`config.mk`:
```
export PLATFORM = sky130hd
export DESIGN_NAME = sram_param
export DESIGN_NICKNAME = d
export VERILOG_FILES = /design/src/rtl/sram_param_pkg.sv /design/src/rtl/sram_param_array.sv /design/src/rtl/sram_param.sv
export SDC_FILE = /design/constraint.sdc
export NUM_CORES = 2
export LEC_CHECK = 0
export CORE_ASPECT_RATIO = 0.5
export CORE_MARGIN = 3
export CORE_UTILIZATION = 55
export DETAILED_ROUTE_END_ITERATION = 12
export HOLD_SLACK_MARGIN = 0.08
export PLACE_DENSITY = 0.71
export SYNTH_ARGS = -nofsm -noshare
export SYNTH_HDL_FRONTEND = slang
export SYNTH_SLANG_ARGS = --single-unit
```
`constraint.sdc`:
```
create_clock -name Clk -period 8.25 [get_ports Clk]
set_input_delay 2.475 -clock Clk [delete_from_list [all_inputs] [get_ports Clk]]
set_output_delay 2.475 -clock Clk [all_outputs]
set_load 0.005 [all_outputs]
```
`src/rtl/sram_param_pkg.sv`:
```
// Shared types and helpers for sram_param: FSM state, default geometry, byte parity.
package sram_param_pkg;

   typedef enum logic {CLEAR = 1'b0, IDLE = 1'b1} state_e;

   localparam int DEF_DATA_W = 32;
   localparam int DEF_ADDR_W = 7;

   // Even parity: the stored bit makes the 9-bit lane have an even number of ones.
   function automatic logic byte_par(input logic [7:0] b);
      return ^b;
   endfunction

endpackage

```
`src/rtl/sram_param_array.sv`:
```
// Storage-only array for sram_param: per-lane write enables, asynchronous read, no reset.
module sram_param_array #(
   parameter int NB     = 4,
   parameter int LANE_W = 8,
   parameter int ADDR_W = 7,
   parameter int DEPTH  = 128
) (
   input  logic                       Clk,
   input  logic [NB-1:0]              we,
   input  logic [ADDR_W-1:0]          addr,
   input  logic [NB-1:0][LANE_W-1:0]  wdata,
   output logic [NB-1:0][LANE_W-1:0]  rdata
);

   logic [NB-1:0][LANE_W-1:0] mem [DEPTH];

   always_ff @(posedge Clk) begin
      for (int i = 0; i < NB; i++) begin
         if (we[i]) mem[addr][i] <= wdata[i];
      end
   end

   assign rdata = mem[addr];

endmodule

```
`src/rtl/sram_param.sv`:
```
// Parametrised single-port SRAM with byte enables, Req/Ready handshake and clear sweeper.
// Optional per-byte even parity and Perr reporting when SRAM_PARAM_PARITY_EN is defined.
module sram_param
   import sram_param_pkg::*;
#(
   parameter int DATA_W = DEF_DATA_W,
   parameter int ADDR_W = DEF_ADDR_W,
   parameter int DEPTH  = 2**ADDR_W
) (
   input  logic                Clk,
   input  logic                Rst_n,
   input  logic                Req,
   input  logic                Rw,
   input  logic [ADDR_W-1:0]   Addr,
   input  logic [DATA_W-1:0]   Data_in,
   input  logic [DATA_W/8-1:0] Be,
   input  logic                Clr,
   output logic                Ready,
   output logic                Busy,
   output logic [DATA_W-1:0]   Data_out,
   output logic                Rvalid,
   output logic                Perr
);

   localparam int NB = DATA_W / 8;
`ifdef SRAM_PARAM_PARITY_EN
   localparam int LANE_W = 9;
`else
   localparam int LANE_W = 8;
`endif
   localparam logic [ADDR_W:0]   DEPTH_L = (ADDR_W+1)'(DEPTH);
   localparam logic [ADDR_W-1:0] LAST    = ADDR_W'(DEPTH - 1);

   state_e              state_q, state_d;
   logic [ADDR_W-1:0]   cnt_q, cnt_d;
   logic [DATA_W-1:0]   dout_q, dout_d;
   logic                rvalid_q, rvalid_d;
   logic                perr_q, perr_d;

   logic [NB-1:0]             arr_we;
   logic [ADDR_W-1:0]         arr_addr;
   logic [NB-1:0][LANE_W-1:0] arr_wdata, arr_rdata, wr_lanes;
   logic [DATA_W-1:0]         rd_data;
   logic [NB-1:0]             par_bad;
   logic                      in_range;

   assign in_range = ({1'b0, Addr} < DEPTH_L);

   for (genvar i = 0; i < NB; i++) begin : g_lane
`ifdef SRAM_PARAM_PARITY_EN
      assign wr_lanes[i] = {byte_par(Data_in[8*i +: 8]), Data_in[8*i +: 8]};
      assign par_bad[i]  = arr_rdata[i][8] ^ byte_par(arr_rdata[i][7:0]);
`else
      assign wr_lanes[i] = Data_in[8*i +: 8];
      assign par_bad[i]  = 1'b0;
`endif
      assign rd_data[8*i +: 8] = arr_rdata[i][7:0];
   end

   sram_param_array #(
      .NB(NB), .LANE_W(LANE_W), .ADDR_W(ADDR_W), .DEPTH(DEPTH)
   ) u_array (
      .Clk   (Clk),
      .we    (arr_we),
      .addr  (arr_addr),
      .wdata (arr_wdata),
      .rdata (arr_rdata)
   );

   always_comb begin
      state_d   = state_q;
      cnt_d     = cnt_q;
      dout_d    = dout_q;
      rvalid_d  = 1'b0;
      perr_d    = 1'b0;
      arr_we    = '0;
      arr_addr  = Addr;
      arr_wdata = wr_lanes;
      case (state_q)
         CLEAR: begin
            // Zero data and parity together so a cleared word reads back clean.
            arr_we    = '1;
            arr_addr  = cnt_q;
            arr_wdata = '0;
            if (cnt_q == LAST) state_d = IDLE;
            else               cnt_d   = cnt_q + ADDR_W'(1);
         end
         IDLE: begin
            if (Clr) begin
               state_d = CLEAR;
               cnt_d   = '0;
            end else if (Req) begin
               if (Rw) begin
                  if (in_range) arr_we = Be;
               end else begin
                  rvalid_d = 1'b1;
                  dout_d   = in_range ? rd_data : '0;
                  perr_d   = in_range & (|par_bad);
               end
            end
         end
         default: state_d = CLEAR;
      endcase
   end

   always_ff @(posedge Clk or negedge Rst_n) begin
      if (!Rst_n) begin
         state_q  <= CLEAR;
         cnt_q    <= '0;
         dout_q   <= '0;
         rvalid_q <= 1'b0;
         perr_q   <= 1'b0;
      end else begin
         state_q  <= state_d;
         cnt_q    <= cnt_d;
         dout_q   <= dout_d;
         rvalid_q <= rvalid_d;
         perr_q   <= perr_d;
      end
   end

   assign Ready    = (state_q == IDLE) && !Clr;
   assign Busy     = (state_q == CLEAR);
   assign Data_out = dout_q;
   assign Rvalid   = rvalid_q;
   assign Perr     = perr_q;

endmodule

```
* After elaboration in Yosys (flattened, before gate mapping) *
Memories as Yosys holds them, arrays and structs flattened. A register that Yosys moved wholly into a read port is not among the register bits.
Index checks and enable logic that the tools add are counted.

operators by class
  equality and inequality tests = 3
  shift-type cells = 0
  mux-type cells = 24
  $lt $le $gt $ge = 0
  divide/modulo/power cells = 0
  $mul = 0
  bitwise operators = 3
  add/sub/neg operators = 1
  reductions and logical operators = 5

operators with widths
  kind                 number
  $mux 32              1
  $mux 7               3
  $mux 1               14
  $pmux 7 s2           1
  $mux 4               3
  $pmux 4 s2           1
  $add 7x1->7 const B  1
  $eq 7x7->1 const B   1
  $ne 2x2->1 const B   2
  $reduce_and 4->1     1
  $not 1->1            3
  $logic_not 1->1      2
  $pmux 1 s2           1
  $reduce_and 2->1     1
  $logic_and 1x1->1    1

storage, ports and cells
  latch bits = 0
  input bits = 48
  memories kept = 1
  output and inout port bits = 36
  memory bits (read-only) = 0
  RAM bits = 4096
  bits in registers = 9

memory list
  name         words  bits a word  rd ports  clocked after Yosys merged registers in  wr ports  line                    text
  u_array.mem  128    32           1         1                                        1         sram_param_array.sv:15  logic [NB-1:0][LANE_W-1:0] mem [DEPTH];

* Logic depth before layout (Yosys ltp) *
  depth after elaboration = 6
  mapped depth = 13

* Modules after synthesis *
Synthesis repeated with hierarchy kept, for this count alone.

unflattened totals
  cell total of the unflattened synthesis = 9735
  area, all modules = 161411.1 um2

modules (own cells, without submodules)
  module            instances  cells each  area an instance (um2)  seq. area each (um2)
  sram_param_array  1          9563        159256.5                122998.0
  sram_param        1          172         2154.6                  1026.0

* Least setup slack after synthesis *
No wires, ideal clock.

  path kind = input -> output
  start = input port Clr
  end = output port Ready
  path slack = 3.001 ns
  arrival time = 2.774 ns
  cell stages on the path = 2
  data required time = 5.775 ns
  path buffers = 1
  path through = clkbuf_1 > nor2_1

between the ends
  cells in the longest elaborated chain, start to end = 2

RTL lines
  item               line               text
  from (decl)        sram_param.sv:17   input logic Clr,
  $logic_not 1->1    sram_param.sv:122  assign Ready = (state_q == IDLE) && !Clr;
  $logic_and 1x1->1  sram_param.sv:122
  to (decl)          sram_param.sv:18   output logic Ready,

Every way passes these cells.

* Final worst setup path *
Same ends and word-level chain as after synthesis.

==> flow_summary_export.csv <==
group,metric,value,unit
status,status,"finished, final reports clean",
clock_tree,post-cts-setup-buffer-count,0,
logic_synthesis,syn_avg_cell_area,17.6,sq um
final_layout,area_growth,10.1,%
clock_tree,tritoncts,"built",
die,ioPinCount,84,
place,preCtsSetupSlack,1.41,ns
power,p_comb_share,27.5,%
power,p_seq_share,43.4,%
logic_synthesis,syn_nets,8896,
logic_synthesis,synth_edf_count,4096,
route,drt_iter0_drc,13900,
final_layout,drive_gt1_share,8.54,%
timing,tns,0,ns
die,start_util,55.6,%
grt,grt_antenna_before_repair,22,
critical_path,worstSetupPathType,"input port to output pin",
place,dp.cells,12200,
die,placementRows,137,
critical_path,cp.arrival,3.87,ns
timing,setup_ws,1.90,ns
grt,grt_pass1_vias,83700,
final_layout,nNetsFinal,8895,
clock_tree,cts_buffers,353,
timing,fin_crit_sh,77.0,%
final_layout,final_core_util,61.2,%
die,fp.dieH,383,microns
route,vias,87900,
timing,fin_skew,0.0433,ns
logic_synthesis,ys.flop_type,"edfxtp_1",
logic_synthesis,syn_inst,8847,
clock_tree,cts.sinks,4137,
timing,slew_viol_final,0,
die,core,281000,sq um
timing,timing.final.hold_violations,0,
clock_tree,h-tree-depth,5,
timing,relSlewSlack,12.7,%
timing,setup_violations,0,
final_layout,fillers,19400,
run,cap_viol_max_count,0,
clock_tree,path_clk_slew,0.07,ns
timing,clock.fmax,157,MHz
power,p_sw_share,33.5,%
clock_tree,cts_root_buffer,"clkbuf_16",
route,drc,0,
power,clkPwrFrac,29.1,%
power,p_sw,18.8,mW
power,leakage,55.4,nW
place,dp_hpwl,240000,microns
logic_synthesis,yosysSeqAreaShare,79.5,%
clock_tree,clock_latency,0.89,ns
timing,rsz0062_at_grt,"false",
critical_path,critPathLaunchType,"input port",
power,irDropWorstVdd,300,uV
route,ant_nets,0,
grt,grt-ovfl-total,0,
critical_path,endpoint_kind,"output pin",
place,place.gp.congestion,0.871,
clock_tree,cts_resized,0,
power,intPower,37.4,mW
route,first_pass_iters,6,
grt,grtUsageTotal,27.8,%
route,vias_per_cell,6.83,
route,wl_per_cell,32.2,microns
place,io_buffers,82,
clock_tree,cts_hold_buf,0,
final_layout,finalInstanceArea,172000,sq um
power,powerDensity,327,nW/um^2
critical_path,required,5.78,ns
clock_tree,cts-root-to-sink-buffers,4,
logic_synthesis,synth_cell_types,58,
logic_synthesis,ys_warn_count,0,
min_path,hp-class,"register to register",
place,place_area,161000,sq um
die,die_x,759,microns
route,finalWirelength,415000,microns
grt,grt_max_degree,131,
timing,fin_crit,6.35,ns
critical_path,cp_max_fo,8,
logic_synthesis,synthArstFlopShare,0.991,%
grt,grt_first_pass_wirelength,594000,microns
logic_synthesis,syn_area,156000,sq um
timing,tightest_slew,1.31,ns
die,dieArea,291000,sq um
final_layout,finalNonFillerCells,12900,
logic_synthesis,synth_seq_cells,4137,
synth_stat cells, drive strengths merged, types with 62 or more instances:
cell	count	share of area, %
mux2i	849	5.4
clkbuf	341	0.82
a22o	70	0.39
a21oi	120	0.38
or4	62	0.30
a22oi	1045	5.0
edfxtp	4096	79
a41oi	330	1.9
nor2	557	1.3
buf	298	1.1
o22ai	424	1.7
o21ai	254	0.82
nand2	163	0.39
cell usage in the layout, fill, tap and decap left out, types with 69 or more instances in the layout:
cell type and instances:
clkinv_1 79, a41oi_1 330, clkdlybuf4s50_1 81, clkbuf_16 362, nor2_1 552, clkbuf_1 71, a22o_1 69, o21ai_0 252
buf_4 175, a21oi_1 119, nand2_1 149, o22ai_1 424, mux2i_1 848, edfxtp_1 4096, a22oi_1 1044
power by group through the flow:
stage / Sequential (mW) / Combinational [mW] / Clock [mW]
3_3_place_gp: 24.8 / 15.0 / 0
2_1_floorplan: 24.5 / 9.21 / 0
6_report: 24.4 / 15.5 / 16.3
3_5_place_dp: 24.8 / 15.1 / 0
4_1_cts: 24.4 / 15.1 / 16.3
5_1_grt: 24.4 / 16.0 / 17.2
stage by stage:
step	total power, mW	hold WS [ns]
floorplan	33.7	0.519
global placement	39.8	0.683
detailed placement	39.9	0.667
CTS	55.8	0.676
global route	57.6	0.734
finish	56.2	0.702
final cells by class:
cell class	count	area (sq um)	share of cell area [%]
Inverter	4	15.0	0.00874
Clock buffer	445	9490	5.52
Antenna cell	13	32.5	0.0189
Tap cell	3753	4700	2.73
Multi-Input combinational cell	4067	29400	17.1
Sequential cell	4137	124000	72.2
Clock inverter	183	1520	0.885
Timing Repair Buffer	283	2650	1.54
worst paths after layout:
kind	endpoint	slack [ns]	from	depth (start not counted)
worst max-delay path	Ready	1.90	Clr	3
worst min-delay path	Data_out[23]$_DFFE_PN0P_	0.70	Data_out[23]$_DFFE_PN0P_	2
worst max register to register	Data_out[15]$_DFFE_PN0P_	3.05	state_q$_DFF_PN0_	10
worst min register to register	Data_out[23]$_DFFE_PN0P_	0.70	Data_out[23]$_DFFE_PN0P_	2
max in group asynchronous	state_q$_DFF_PN0_	5.62	Rst_n	2
min in group asynchronous	Rvalid$_DFF_PN0_	1.87	Rst_n	2
metal layers:
layer | GRT usage (%) | vias up | wire (microns)
met5 | 0 | - | 80
met3 | 6.27 | 793 | 50300
met4 | 8.99 | 6 | 14700
met1 | 40.5 | 44800 | 162000
met2 | 42.1 | 6005 | 188000
li1 | - | 36300 | -
critical path: stages:
cell and delay, ns:
clkdlybuf4s50_1 0.61, nor2_1 0.25, clkdlybuf4s50_1 0.53
sequential cells by signal, summed over array words and instances, names as in the netlist:
name and count:
state_q 1, cnt_q 7, Data_out 32, u_array.mem 4096, Rvalid 1
cells by family (layout without fill, tap and decap cells):
logic type,after synthesis,count (layout),share of synthesized area [%]
AOI/OAI and AO/OA,2349,2349,10.7
adders and majority gates,1,1,0.00802
muxes,861,861,5.53
xor gates and xnor gates,4,4,0.0225
and+or+nand+nor,851,851,2.34
DFF,4137,4137,79.5
buffers and inverters,643,915,1.89
other,1,14,0.00240
No activity file was read; power rests on OpenSTA's default activity.
